--- src/rtl/mutative_tag_ctrl.sv ---
// Initiator-side controller for a single-port RW tag SRAM: sweeps every entry to
// INIT_VALUE after reset or flush, then turns a valid/ready request stream into SRAM cycles.
module mutative_tag_ctrl #(
   parameter int                    DATA_WIDTH = 20,
   parameter int                    ADDR_WIDTH = 7,
   parameter logic [DATA_WIDTH-1:0] INIT_VALUE = '0
) (
   input  logic                  clk,
   input  logic                  rst_n,
   input  logic                  flush,
   input  logic                  req_valid,
   output logic                  req_ready,
   input  logic                  req_write,
   input  logic [ADDR_WIDTH-1:0] req_addr,
   input  logic [DATA_WIDTH-1:0] req_wdata,
   output logic                  rsp_valid,
   output logic [DATA_WIDTH-1:0] rsp_rdata,
   output logic                  init_done,
   output logic                  sram_csb0,
   output logic                  sram_web0,
   output logic [ADDR_WIDTH-1:0] sram_addr0,
   output logic [DATA_WIDTH-1:0] sram_din0,
   input  logic [DATA_WIDTH-1:0] sram_dout0
);

   localparam int                    RAM_DEPTH = 1 << ADDR_WIDTH;
   localparam logic [ADDR_WIDTH-1:0] LAST_ADDR = ADDR_WIDTH'(RAM_DEPTH - 1);

   typedef enum logic {
      ST_INIT,
      ST_RUN
   } state_e;

   state_e                  state_q, state_d;
   logic [ADDR_WIDTH-1:0]   cnt_q, cnt_d;
   logic                    pend_q, pend_d;
   logic                    rsp_valid_q;
   logic [DATA_WIDTH-1:0]   rsp_rdata_q;
   logic                    accept;

   // flush takes priority over a concurrent request, which must be re-presented later
   assign accept = (state_q == ST_RUN) && req_valid && !flush;
   assign pend_d = accept && !req_write;

   always_ff @(posedge clk or negedge rst_n) begin
      if (!rst_n) begin
         state_q <= ST_INIT;
         cnt_q   <= '0;
      end else begin
         state_q <= state_d;
         cnt_q   <= cnt_d;
      end
   end

   always_comb begin
      state_d = state_q;
      cnt_d   = cnt_q;
      case (state_q)
         ST_INIT: begin
            cnt_d = cnt_q + ADDR_WIDTH'(1);
            if (cnt_q == LAST_ADDR) begin
               state_d = ST_RUN;
            end
         end
         ST_RUN: begin
            if (flush) begin
               state_d = ST_INIT;
               cnt_d   = '0;
            end
         end
         default: begin
            state_d = ST_INIT;
            cnt_d   = '0;
         end
      endcase
   end

   // The SRAM port is held idle for as long as reset is asserted, independent of state
   always_comb begin
      sram_csb0  = 1'b1;
      sram_web0  = 1'b1;
      sram_addr0 = '0;
      sram_din0  = '0;
      req_ready  = 1'b0;
      init_done  = 1'b0;
      if (rst_n) begin
         case (state_q)
            ST_INIT: begin
               sram_csb0  = 1'b0;
               sram_web0  = 1'b0;
               sram_addr0 = cnt_q;
               sram_din0  = INIT_VALUE;
            end
            ST_RUN: begin
               init_done = 1'b1;
               req_ready = !flush;
               if (accept) begin
                  sram_csb0  = 1'b0;
                  sram_web0  = !req_write;
                  sram_addr0 = req_addr;
                  sram_din0  = req_wdata;
               end
            end
            default: begin
               sram_csb0 = 1'b1;
            end
         endcase
      end
   end

   // Read data is valid one edge after the SRAM sampled the read, so capture it then
   always_ff @(posedge clk or negedge rst_n) begin
      if (!rst_n) begin
         pend_q      <= 1'b0;
         rsp_valid_q <= 1'b0;
         rsp_rdata_q <= '0;
      end else begin
         pend_q      <= pend_d;
         rsp_valid_q <= pend_q;
         if (pend_q) begin
            rsp_rdata_q <= sram_dout0;
         end
      end
   end

   assign rsp_valid = rsp_valid_q;
   assign rsp_rdata = rsp_rdata_q;

endmodule

--- config.mk ---
export PLATFORM = sky130hd
export DESIGN_NAME = mutative_tag_ctrl
export DESIGN_NICKNAME = d
export VERILOG_FILES = /design/src/rtl/mutative_tag_ctrl.sv
export SDC_FILE = /design/constraint.sdc
export NUM_CORES = 1
export LEC_CHECK = 0
export BUFFER_PORTS_ARGS = -buffer_cell sky130_fd_sc_hd__buf_2
export CORE_ASPECT_RATIO = 1.2
export CORE_MARGIN = 3
export CORE_UTILIZATION = 40
export CTS_CLUSTER_SIZE = 12
export DETAILED_ROUTE_END_ITERATION = 6
export PLACE_DENSITY = 0.79
export SETUP_SLACK_MARGIN = 0.15
export SYNTH_ARGS = -nofsm -noshare
export SYNTH_HDL_FRONTEND = slang
export SYNTH_SLANG_ARGS = --single-unit
--- constraint.sdc ---
create_clock -name clk -period 1.85 [get_ports clk]
set_clock_uncertainty 0.15 [all_clocks]
set_input_delay 0.185 -clock clk [delete_from_list [all_inputs] [get_ports clk]]
set_output_delay 0.185 -clock clk [all_outputs]
set_load 0.05 [all_outputs]
# Word-level counts from Yosys, hierarchy flattened
# Cells that the tools add are included.
dict set report word_totals {
  ff_bits 30
  output_inout_bits 52
  inputBits 52
  word_cells 35
}
dict set report classes {
  bitwise 1
  n_addsub 1
  n_eq_ne 2
  muxes 21
  n_reduce_logical 5
}
# operator n
set ops {}
lappend ops {{20-bit two-way mux} 2}
lappend ops {{20-bit case mux with 2 select lines} 1}
lappend ops {{7-bit case mux with 2 select lines} 2}
lappend ops {{7-bit two-way mux} 3}
lappend ops {{1-bit two-way mux} 10}
lappend ops {{7-bit by 1-bit adder with 7-bit output (second input constant)} 1}
lappend ops {{7-bit == test (second input constant)} 1}
lappend ops {{1-bit case mux with 2 select lines} 3}
lappend ops {{1-bit logical AND} 3}
lappend ops {{1-bit logical NOT} 2}
lappend ops {{2-bit inequality test (second input constant)} 1}
lappend ops {{1-bit NOT} 1}

# Longest topological paths before layout
# Gate-level depths: netlist of the first run.
dict set report depth {
  depth_word 5
  depth_mapped 4
  depth_no_buf 4
}

# Least setup slack after synthesis of the first run
# No wires, ideal clock.
dict set report synth_timing {
  path_kind {flip-flop to output port}
  start {reg state_q}
  end {out sram_web0}
  path_slack_ps -114
  required_ps 1515
  n_path_buf 1
  t_arrival_ps 1629
  path_stages_with_launch 5
  cell_sequence {dfrtp_1 -> buf_6 -> inv_1 -> o21ai_2 -> o21bai_1}
}
dict set report synth_via {
  elab_chain_cells 5
  word_cells_on_any_way 6
  classes_between {mux (3); bitwise (1); reduce/logical (2)}
}
# element line_no
set synth_lines {}
lappend synth_lines {{start: declaration} 34} ;# state_e state_q, state_d;
lappend synth_lines {{start signal: assignment} 50} ;# state_q <= state_d;
lappend synth_lines {{1-bit logical AND (2 in series)} 42} ;# assign accept = (state_q == ST_RUN) && req_valid && !flush;
lappend synth_lines {{1-bit two-way mux} 97} ;# if (accept) begin
lappend synth_lines {{1-bit case mux with 2 select lines (*)} 87} ;# case (state_q)
lappend synth_lines {{1-bit two-way mux (*)} 86} ;# if (rst_n) begin
lappend synth_lines {{end: declaration} 20} ;# output logic sram_web0,
# Mark *: on every way between the ends. The rest lies on a longest branch, timed or not.

# Worst setup path in the final report of the first run
dict set report layout_timing {
  start {reg state_q}
  end {out sram_addr0[1]}
}
dict set report layout_via {
  elab_chain_cells 5
  word_cells_on_any_way 6
  classes_between {mux (3); bitwise (1); reduce/logical (2)}
}
# element line_no
set layout_lines {}
lappend layout_lines {{1-bit logical AND (2 in series)} 42}
lappend layout_lines {{7-bit two-way mux} 97}
lappend layout_lines {{7-bit case mux with 2 select lines (*)} 87}
lappend layout_lines {{7-bit two-way mux (*)} 86}
lappend layout_lines {{end: declaration} 21} ;# output logic [ADDR_WIDTH-1:0] sram_addr0,
# Marks and branches as above.

==> results of run 1 <==
cell type report:
type | instances | area, µm² | area share
inverter | 1 | 3.754 | 0.001382
timing repair buffer | 131 | 1028 | 0.3786
clock buffer | 5 | 68.82 | 0.02533
clock inverter | 3 | 40.04 | 0.01474
sequential | 30 | 750.7 | 0.2764
multi-input combinational | 91 | 778.2 | 0.2865
tap | 37 | 46.29 | 0.01704
metal layers:
layer  routed length (µm)  global-route usage
met1                 1933              0.2309
met5                    0                   0
met2                 3080              0.4153
met4                  191              0.1060
met3                  303             0.06050
metrics by stage:
| stage | power (W) | TNS (ns) |
|---|---|---|
| after detailed placement | 0.002142 | 0 |
| after global placement | 0.002123 | 0 |
| after floorplan | 0.001842 | 0 |
| after global routing | 0.003068 | -0.1495 |
| after CTS | 0.002873 | 0 |
| final | 0.002921 | 0 |
timing repair:
item	4_1_cts	5_1_grt
hold buffers	22	0
resized for setup	58	46
endpoints found under the setup margin	28	31
gates cloned	3	0
pin swaps	6	18
endpoints found under the hold margin	50	0
setup buffers	0	1
power by group through the flow:
stage,logic [W],clock network [W],registers (W)
after floorplan,0.000521,0,0.00132
after global placement,0.00115,0,0.000969
after detailed placement,0.00117,0,0.000976
after CTS,0.00125,0.000657,0.000964
after global routing,0.00137,0.000689,0.00101
final,0.00130,0.000641,0.000979
registers in the layout, summed over array words and instances, names as in the netlist:
| register | cells |
|---|---|
| rsp_valid | 1 |
| pend_q | 1 |
| rsp_rdata | 20 |
| state_q | 1 |
| cnt_q | 7 |
cells in the final DEF, fill, tap and decap left out, types with 2 or more instances in the layout:
master          n
clkinv_2        2
buf_8          21
buf_4           6
nor2b_1         2
nor2_1          6
and2_4         21
and3_4          4
dlygate4sd3_1  22
o21ai_0         2
dfrtp_1        30
buf_6           6
o22ai_1         2
mux2_2         20
nand3_1         4
clkbuf_8        5
nand2_1         5
a22o_1          2
nor2b_4         2
mux2i_1         4
buf_2          76
worst paths after layout:
kind	slack [ns]	from	to
max	0.03	state_q	sram_addr0[1]
min	0.05	req_write	pend_q
max reg2reg	0.28	cnt_q[1]	cnt_q[6]
min reg2reg	0.35	rsp_rdata[9]	rsp_rdata[9]
max in group asynchronous	0.67	rst_n	rsp_rdata[14]
min in group asynchronous	0.31	rst_n	cnt_q[3]
logic make-up after synthesis:
kind of cell	count (synthesis)
simple gates	47
flops	30
mux	24
compound gates	14
buf+inv	7
xor+xnor	2
fa+ha+maj	1
==> results.json, run 1 <==
{
  "status": "completed",
  "synth-compound-area-share": 0.06820,
  "finalNonFillerCells": 298,
  "syn_inst": 125,
  "muxShareOfSynthArea": 0.1807,
  "drt-vias-per-instance": 5.198,
  "fmax_mhz": 550.1,
  "holdWs_ns": 0.05097,
  "final_util": 0.7932,
  "comb_power_share": 0.446,
  "leakage_nw": 1.426,
  "grt_pass1_vias": 1538,
  "arrival_ns": 1.48,
  "synth_xor_xnor_area_share": 0.01194,
  "yosysWarningCount": 0,
  "yosysUniqueCellTypes": 33,
  "cts_sinks": 30,
  "synth_area_um2": 1468,
  "synthAdderAreaFrac": 0.008525,
  "clkSlewWorstSetupHoldPaths_ns": 0.07,
  "grt_max_degree": 25,
  "synth-seq-cells": 30,
  "die_y_um": 72.36,
  "tritoncts": "done",
  "synthSimpleGateAreaFrac": 0.1884,
  "final-max-slew-violation-count": 0,
  "drc": 0,
  "tightest_slew_ns": 0.3000,
  "grt_pass1_wl_um": 7320,
  "die_area_um2": 4435,
  "p_per_area_nw_per_um2": 1075,
  "numCtsBuffers": 5,
  "synth_area_per_cell_um2": 11.74,
  "worst_r2r_path_depth": 4,
  "synth_nets": 178,
  "drt-total-wl_um": 5508,
  "synth_top_area_share": 0.5115,
  "cp_num_buf_inv": 1,
  "p_clk_frac": 0.219,
  "track_usage": 0.2278,
  "finalSetupViolCount": 0,
  "endpoint_kind": "primary output",
  "cts_buffer_depth": 2,
  "drive_above_1_share": 0.6360,
  "antenna_found_initial": 0,
  "setup_slack_ns": 0.03202,
  "synth_area_leaders": "dfrtp_1 (51%), mux2_2 (15%), and2_1 (9.4%), mux2i_1 (2.7%), nor2_1 (1.5%)",
  "worst-setup-path-type": "register to primary output",
  "gp_congestion": 0.7623,
  "rows": 23,
  "h-tree-depth": 2,
  "cpMaxStageDelayCell": "dfrtp_1",
  "finalNetCount": 313,
  "clock-root-buffer": "clkbuf_8",
  "die_x_um": 61.30,
  "ant_nets": 0,
  "nFillCells": 187,
  "period_share": 0.9827,
  "crit_chain": "nor2b_4, and3_4, a22o_1, buf_6",
  "overflow": 0,
  "critPathMaxFanout": 6,
  "placed_cell_area_um2": 2033,
  "slowest_delay_ns": 0.38,
  "cp.depth": 4,
  "yosys.area.top_type": "dfrtp_1",
  "synth_common_cells": "dfrtp_1 (30), and2_1 (22), mux2_2 (20)",
  "synth_ff_type": "dfrtp_1",
  "synth-async-reset-ratio": 1.000,
  "firstDrtPassIters": 4,
  "synth_top_family_by_area": "simple AND/OR/NAND/NOR gates",
  "diodes": 0,
  "period_minus_slack_ns": 1.818,
  "critical_path_required_ns": 1.51,
  "relSlewSlack": 0.8000,
  "area_delta_synth_final_pct": 85.08,
  "insertion_delay_ns": 0.28,
  "peakVddDrop_mv": 0.9214,
  "numPortBuffers": 103,
  "drt_iter0_drc": 67,
  "sequentialPowerShare": 0.335,
  "rsz0062_at_grt": "true",
  "design_area_um2": 2716,
  "min_path_cells": 2,
  "num_vias": 1549,
  "hp-class": "input port to register",
  "hold_viol": 0,
  "p_sw_frac": 0.4305,
  "io_pins": 104,
  "place_hpwl_um": 2860,
  "synth_edf_count": 0,
  "path_delay_family": "simple AND/OR/NAND/NOR gates",
  "maxCapViolations": 0,
  "post-place-ws_ns": 0.2783,
  "wl_per_cell_um": 18.48,
  "power.internal_w": 0.001664,
  "yosysSeqAreaShare": 0.5115,
  "cp-start-kind": "register",
  "yosysMostFrequentCell": "dfrtp_1",
  "dp.cells": 264,
  "core_um2": 3425,
  "power_switching_w": 0.001258,
  "initial_core_util": 0.4286
}
(Power assumes the default switching activity.)
==> inputs of run 2 (changes only) <==
- ABC_AREA: not set -> 1
- CORE_UTILIZATION: 40 -> 42
- PLACE_DENSITY: 0.79 -> 0.8
- SETUP_SLACK_MARGIN: 0.15 -> 0.5
==> run 2 against run 1 <==
  * Maximum frequency shrank 0.69%
  * Sequential share of layout area decreased by 2.8 points
  * Die area up 3.6%
  * Count of clock-buffer cells in the layout grew 1
  * Worst setup slack lost 0.013 ns
  * Cell count up 20%
  * First-iteration DRC count is 7.5% lower
  * Largest power group unchanged
  * Critical endpoint is now sram_din0[5]
  * The run now ends with hold timing left
  * Combinational power down 9%
  * Clock power fell by 21%
  * Non-clock buffer count increased by 4
==> results.json, run 2 <==
{
  "status": "finished, violations left",
  "violations": "hold timing",
  "yosysMostFrequentCell": "dfrtp_1",
  "dp.cells": 323,
  "hold_viol": 2,
  "synth_area_per_cell_um2": 9.257,
  "period_minus_slack_ns": 1.831,
  "track_usage": 0.2386,
  "numCtsBuffers": 5,
  "diodes": 0,
  "insertion_delay_ns": 0.27,
  "peakVddDrop_mv": 0.7830,
  "area_delta_synth_final_pct": 89.30,
  "p_per_area_nw_per_um2": 866.2,
  "finalNonFillerCells": 357,
  "drc": 0,
  "drt-vias-per-instance": 5.020,
  "critPathMaxFanout": 5,
  "holdWs_ns": -0.002011,
  "cp_num_buf_inv": 2,
  "fmax_mhz": 546.3,
  "clock-root-buffer": "clkbuf_8",
  "layout_commonest_cell": "buf_2",
  "num_vias": 1792,
  "clkSlewWorstSetupHoldPaths_ns": 0.06,
  "wl_per_cell_um": 18.67,
  "synth_ff_type": "dfrtp_1",
  "synth_area_um2": 1602,
  "rows": 23,
  "finalSetupViolCount": 0,
  "yosysWarningCount": 0,
  "tightest_slew_ns": 0.3492,
  "final_util": 0.8635,
  "synth-seq-cells": 30,
  "largest_reg_flops": 20,
  "drive_above_1_share": 0.6482,
  "grt_pass1_vias": 1801,
  "cp-endpoint": "sram_din0[5]",
  "path_delay_family": "simple AND/OR/NAND/NOR gates",
  "finalNetCount": 361,
  "syn_inst": 173,
  "rsz0062_at_grt": "true",
  "numPortBuffers": 103,
  "initial_core_util": 0.4562,
  "rrSetupSlack_ns": 0.51,
  "relSlewSlack": 0.7672,
  "r2r-start": "cnt_q[1]",
  "arrival_ns": 1.50,
  "slowest_delay_ns": 0.42,
  "core_um2": 3511,
  "critical_path_required_ns": 1.51,
  "crit_start": "state_q",
  "ant_nets": 0,
  "crit_chain": "nand2_4, nor2_4, nand2_4, buf_12, nor2_4, buf_6",
  "synth_area_leaders": "dfrtp_1 (47%), mux2_2 (14%), nor2_2 (7.8%), inv_1 (6.3%), nand2_1 (6.1%)",
  "h-tree-depth": 2,
  "drt_iter0_drc": 62,
  "cp-start-kind": "register",
  "design_area_um2": 3032,
  "grt_pass1_wl_um": 8459,
  "cts_sinks": 30,
  "place_hpwl_um": 3226,
  "overflow": 0,
  "synth_nets": 226,
  "yosys.area.top_type": "dfrtp_1",
  "gp_congestion": 0.8295,
  "grt_max_degree": 28,
  "nFillCells": 163,
  "cpMaxStageDelayCell": "dfrtp_2",
  "endpoint_kind": "primary output",
  "synth-async-reset-ratio": 1.000,
  "cts_buffer_depth": 2,
  "placed_cell_area_um2": 2328,
  "antenna_found_initial": 0,
  "hp-class": "input port to register",
  "final-max-slew-violation-count": 0,
  "tritoncts": "done",
  "worst-setup-path-type": "register to primary output",
  "drt-total-wl_um": 6665,
  "synth_common_cells": "dfrtp_1 (30), inv_1 (27), nand2_1 (26)",
  "io_pins": 104,
  "cp.depth": 6,
  "worst_r2r_path_depth": 4,
  "yosysUniqueCellTypes": 21,
  "leakage_nw": 1.590,
  "period_share": 0.9895,
  "most-common-layout-cells": "buf_2 (72), dfrtp_1 (28), inv_1 (26)",
  "die_x_um": 62.37,
  "r2r_end": "cnt_q[2]",
  "synth_edf_count": 0,
  "firstDrtPassIters": 4,
  "maxCapViolations": 0,
  "die_area_um2": 4593,
  "die_y_um": 73.65,
  "yosysSeqAreaShare": 0.4688,
  "synth_top_area_share": 0.4688
}
## run 2: cell count changes in the layout (fill, tap and decap cells not counted), sizes merged, moves of 3 or more
cell,previous run,this run
inv,1,28
nor2,6,32
and2,22,0
nand2,6,28
buf,109,124
dlygate4sd3,22,10
o21ai,3,9
nor3,0,5
and3,4,0
mux2i,4,0
nor2b,4,0
nand3,4,7
## run 2: kinds of logic (layout without fill, tap and decap cells)
kind of cell | count (synthesis) | in the layout | share of synthesized area
DFF | 30 | 30 | 0.4688
and+or+nand+nor | 72 | 72 | 0.2219
xor gates and xnor gates | 1 | 1 | 0.005470
muxes | 20 | 20 | 0.1406
AOI/OAI and AO/OA | 13 | 13 | 0.05235
adders and majority gates | 1 | 1 | 0.007811
buffers and inverters | 36 | 170 | 0.1031
## run 2: final cells by class
type	instances	area, µm²	area share
sequential	30	753.2	0.2485
clock buffer	6	82.58	0.02724
timing repair buffer	135	1095	0.3611
tap	50	62.56	0.02064
multi-input combinational	107	924.6	0.3050
inverter	29	113.9	0.03756
## run 2: routing by layer
metal | wire length [µm] | GRT usage | up-vias
met4 | 209 | 0.06618 | 0
met3 | 314 | 0.05352 | 16
met2 | 3972 | 0.5263 | 86
met5 | 0 | 0 | -
met1 | 2169 | 0.2111 | 889
li1 | - | - | 801
## run 2: worst min path at each step
| stage | end | cells after the start | start | slack [ns] |
|---|---|---|---|---|
| CTS | rsp_rdata[16] | 2 | sram_dout0[16] | 0.0006 |
| detailed placement | cnt_q[2] | 1 | rst_n | -0.08 |
| global route | rsp_rdata[3] | 2 | sram_dout0[3] | 0.006 |
| global placement | cnt_q[2] | 1 | rst_n | -0.09 |
| floorplan | cnt_q[0] | 0 | rst_n | -0.26 |
| finish | rsp_rdata[11] | 2 | sram_dout0[11] | -0.002 |
## run 2: what timing repair did
action / in CTS / in global routing
setup endpoints to repair: 34 / 36
gates cloned: 2 / 1
pin swaps: 4 / 5
buffers inserted: 8 / 7
hold buffers: 8 / 2
hold endpoints to repair: 10 / 2
gates resized for setup: 85 / 18
## run 2: through the flow
step	setup TNS (ns)	power, W	setup slack [ns]
6_report	0	0.002626	0.01940
5_1_grt	-0.01769	0.002734	-0.006888
4_1_cts	0	0.002415	0.08779
3_5_place_dp	0	0.001757	0.1484
3_3_place_gp	0	0.001737	0.2142
2_1_floorplan	0	0.001528	0.1420
## run 2: power by group
group	internal, W	switching, W
Clock	0.000286	0.000220
Sequential	0.000775	0.000163
Combinational	0.000466	0.000716
==> inputs of run 3 (changes only) <==
- CELL_PAD_IN_SITES_DETAIL_PLACEMENT: not set -> 1
- CELL_PAD_IN_SITES_GLOBAL_PLACEMENT: not set -> 1
- CORE_UTILIZATION: 42 -> 29
- PLACE_DENSITY: 0.8 -> not set
- PLACE_DENSITY_LB_ADDON: not set -> 0.1
==> run 3 against run 2 <==
  * The run now ends clean
  * Sequential cell count is the same
  * Maximum frequency grew 1.7%
  * Via count shrank 4.7%
  * Final area grew 1.8%
  * First-iteration DRC count shrank 1.6%
  * Core utilization shrank 29 points
  * Largest power group unchanged
==> results.json, run 3 (synthesis gave the netlist of run 2 again) <==
{
  "num_vias": 1707,
  "period_share": 0.9727,
  "r2r_end": "cnt_q[2]",
  "antenna_found_initial": 0,
  "ant_nets": 0,
  "critical_path_required_ns": 1.51,
  "firstDrtPassIters": 4,
  "h-tree-depth": 2,
  "die_area_um2": 6454,
  "p_total_w": 0.002671,
  "cp-start-kind": "register",
  "leakage_nw": 1.582,
  "finalSetupViolCount": 0,
  "io_pins": 104,
  "p_per_area_nw_per_um2": 865.6,
  "maxCapViolations": 0,
  "initial_core_util": 0.3003,
  "track_usage": 0.1672,
  "dp.cells": 336,
  "wl_per_cell_um": 15.10,
  "die_x_um": 73.84,
  "rrSetupSlack_ns": 0.46,
  "min_path_cells": 2,
  "die_y_um": 87.41,
  "drt-vias-per-instance": 4.516,
  "clkSlewWorstSetupHoldPaths_ns": 0.07,
  "finalNonFillerCells": 378,
  "grt_pass1_wl_um": 8466,
  "place_hpwl_um": 3729,
  "worst-setup-path-type": "register to primary output",
  "cts_buffer_depth": 2,
  "fmax_mhz": 555.7,
  "gp_congestion": 0.7425,
  "hp-class": "input port to register",
  "rsz0062_at_grt": "true",
  "period_minus_slack_ns": 1.800,
  "crit_start": "state_q",
  "drt_iter0_drc": 61,
  "numPortBuffers": 103,
  "final-max-slew-violation-count": 0,
  "arrival_ns": 1.46,
  "grt_max_degree": 29,
  "grt_pass1_vias": 1759,
  "overflow": 0,
  "cp-endpoint": "sram_din0[4]",
  "critPathMaxFanout": 5,
  "layout_commonest_cell": "buf_2",
  "rows": 29,
  "relSlewSlack": 0.7694,
  "hold_viol": 0,
  "clock-root-buffer": "clkbuf_8",
  "largest_reg_flops": 20,
  "cts_sinks": 30,
  "most-common-layout-cells": "buf_2 (72), buf_6 (29), dfrtp_1 (28), inv_1 (27), nor2_4 (25)",
  "worst_r2r_path_depth": 5,
  "tritoncts": "done",
  "endpoint_kind": "primary output",
  "finalNetCount": 368,
  "area_delta_synth_final_pct": 92.66,
  "numCtsBuffers": 5,
  "tightest_slew_ns": 0.3459,
  "drt-total-wl_um": 5708,
  "insertion_delay_ns": 0.28,
  "r2r-start": "cnt_q[1]",
  "diodes": 0,
  "core_um2": 5334,
  "drc": 0,
  "drive_above_1_share": 0.6234,
  "peakVddDrop_mv": 0.5312,
  "status": "completed"
}
==> run 3: cell types whose count changed in the layout (fill, tap and decap cells not counted), moves of 2 or more <==
| cell | delta |
|---|---|
| dlygate4sd3_1 | +11 |
| o21ai_4 | -2 |
| buf_8 | -6 |
| buf_16 | -2 |
| buf_4 | -4 |
| nand3_2 | +2 |
| nand3_1 | -2 |
| nor2_4 | +2 |
| nor3_4 | +2 |
| buf_6 | +6 |
| nor3_2 | -2 |
==> run 3: layout make-up <==
cell class | count | area (µm²)
clock buffers | 7 | 86.33
clock inverters | 1 | 5.005
fillers | 621 | 2248
inverters | 29 | 116.4
multi-input cells | 107 | 935.9
flip-flops and latches | 30 | 753.2
well taps | 62 | 77.57
repair buffers | 141 | 1105
repair inverters | 1 | 6.256
==> run 3: critical path, stage by stage (launching register included) <==
cell and delay, ns:
dfrtp_2 0.43, nand2_2 0.11, nor2_4 0.13, nand2_4 0.09, clkbuf_16 0.18, nor2_4 0.08, buf_6 0.16
==> run 3: what timing repair did <==
action	in CTS	in global routing
hold buffers	21	0
setup endpoints to repair	35	39
gates resized for setup	83	13
buffers inserted	8	2
gates cloned	1	2
hold endpoints to repair	49	0
pin swaps	1	2
==> run 3: worst min path at each step <==
stage | startpoint | end | slack (ns)
5_1_grt | sram_dout0[4] | rsp_rdata[4] | 0.006
2_1_floorplan | rst_n | cnt_q[0] | -0.26
3_3_place_gp | rst_n | state_q | -0.001
6_report | sram_dout0[4] | rsp_rdata[4] | 0.0007
4_1_cts | sram_dout0[4] | rsp_rdata[4] | 0.002
3_5_place_dp | rst_n | state_q | 0.0003
==> run 3: metal layers <==
metal | global-route usage | part of all wire | routed length, µm | vias up
met4 | 0.03789 | 0.010 | 59 | 0
met3 | 0.03695 | 0.051 | 290 | 7
met5 | 0 | 0 | 0 | -
met2 | 0.2935 | 0.56 | 3192 | 52
met1 | 0.2057 | 0.38 | 2165 | 822
li1 | - | - | - | 826
==> run 3: per-stage QoR <==
step	setup slack (ns)	hold slack [ns]	instance area [µm²]	setup TNS, ns	utilization
4_1_cts	0.05267	0.002181	2987	0	0.5599
5_1_grt	-0.01204	0.005965	3085	-0.06789	0.5785
3_5_place_dp	0.06900	0.0002615	2351	0	0.4408
3_3_place_gp	0.1104	-0.001301	2351	0	0.4408
2_1_floorplan	0.1420	-0.2606	1764	0	-
6_report	0.05044	0.0007155	3085	0	0.5785
==> run 3: power breakdown <==
group          total (W)  switching [W]  internal [W]
clock           0.000546       0.000246      0.000300
sequential      0.000926       0.000151      0.000775
combinational    0.00120       0.000704      0.000496
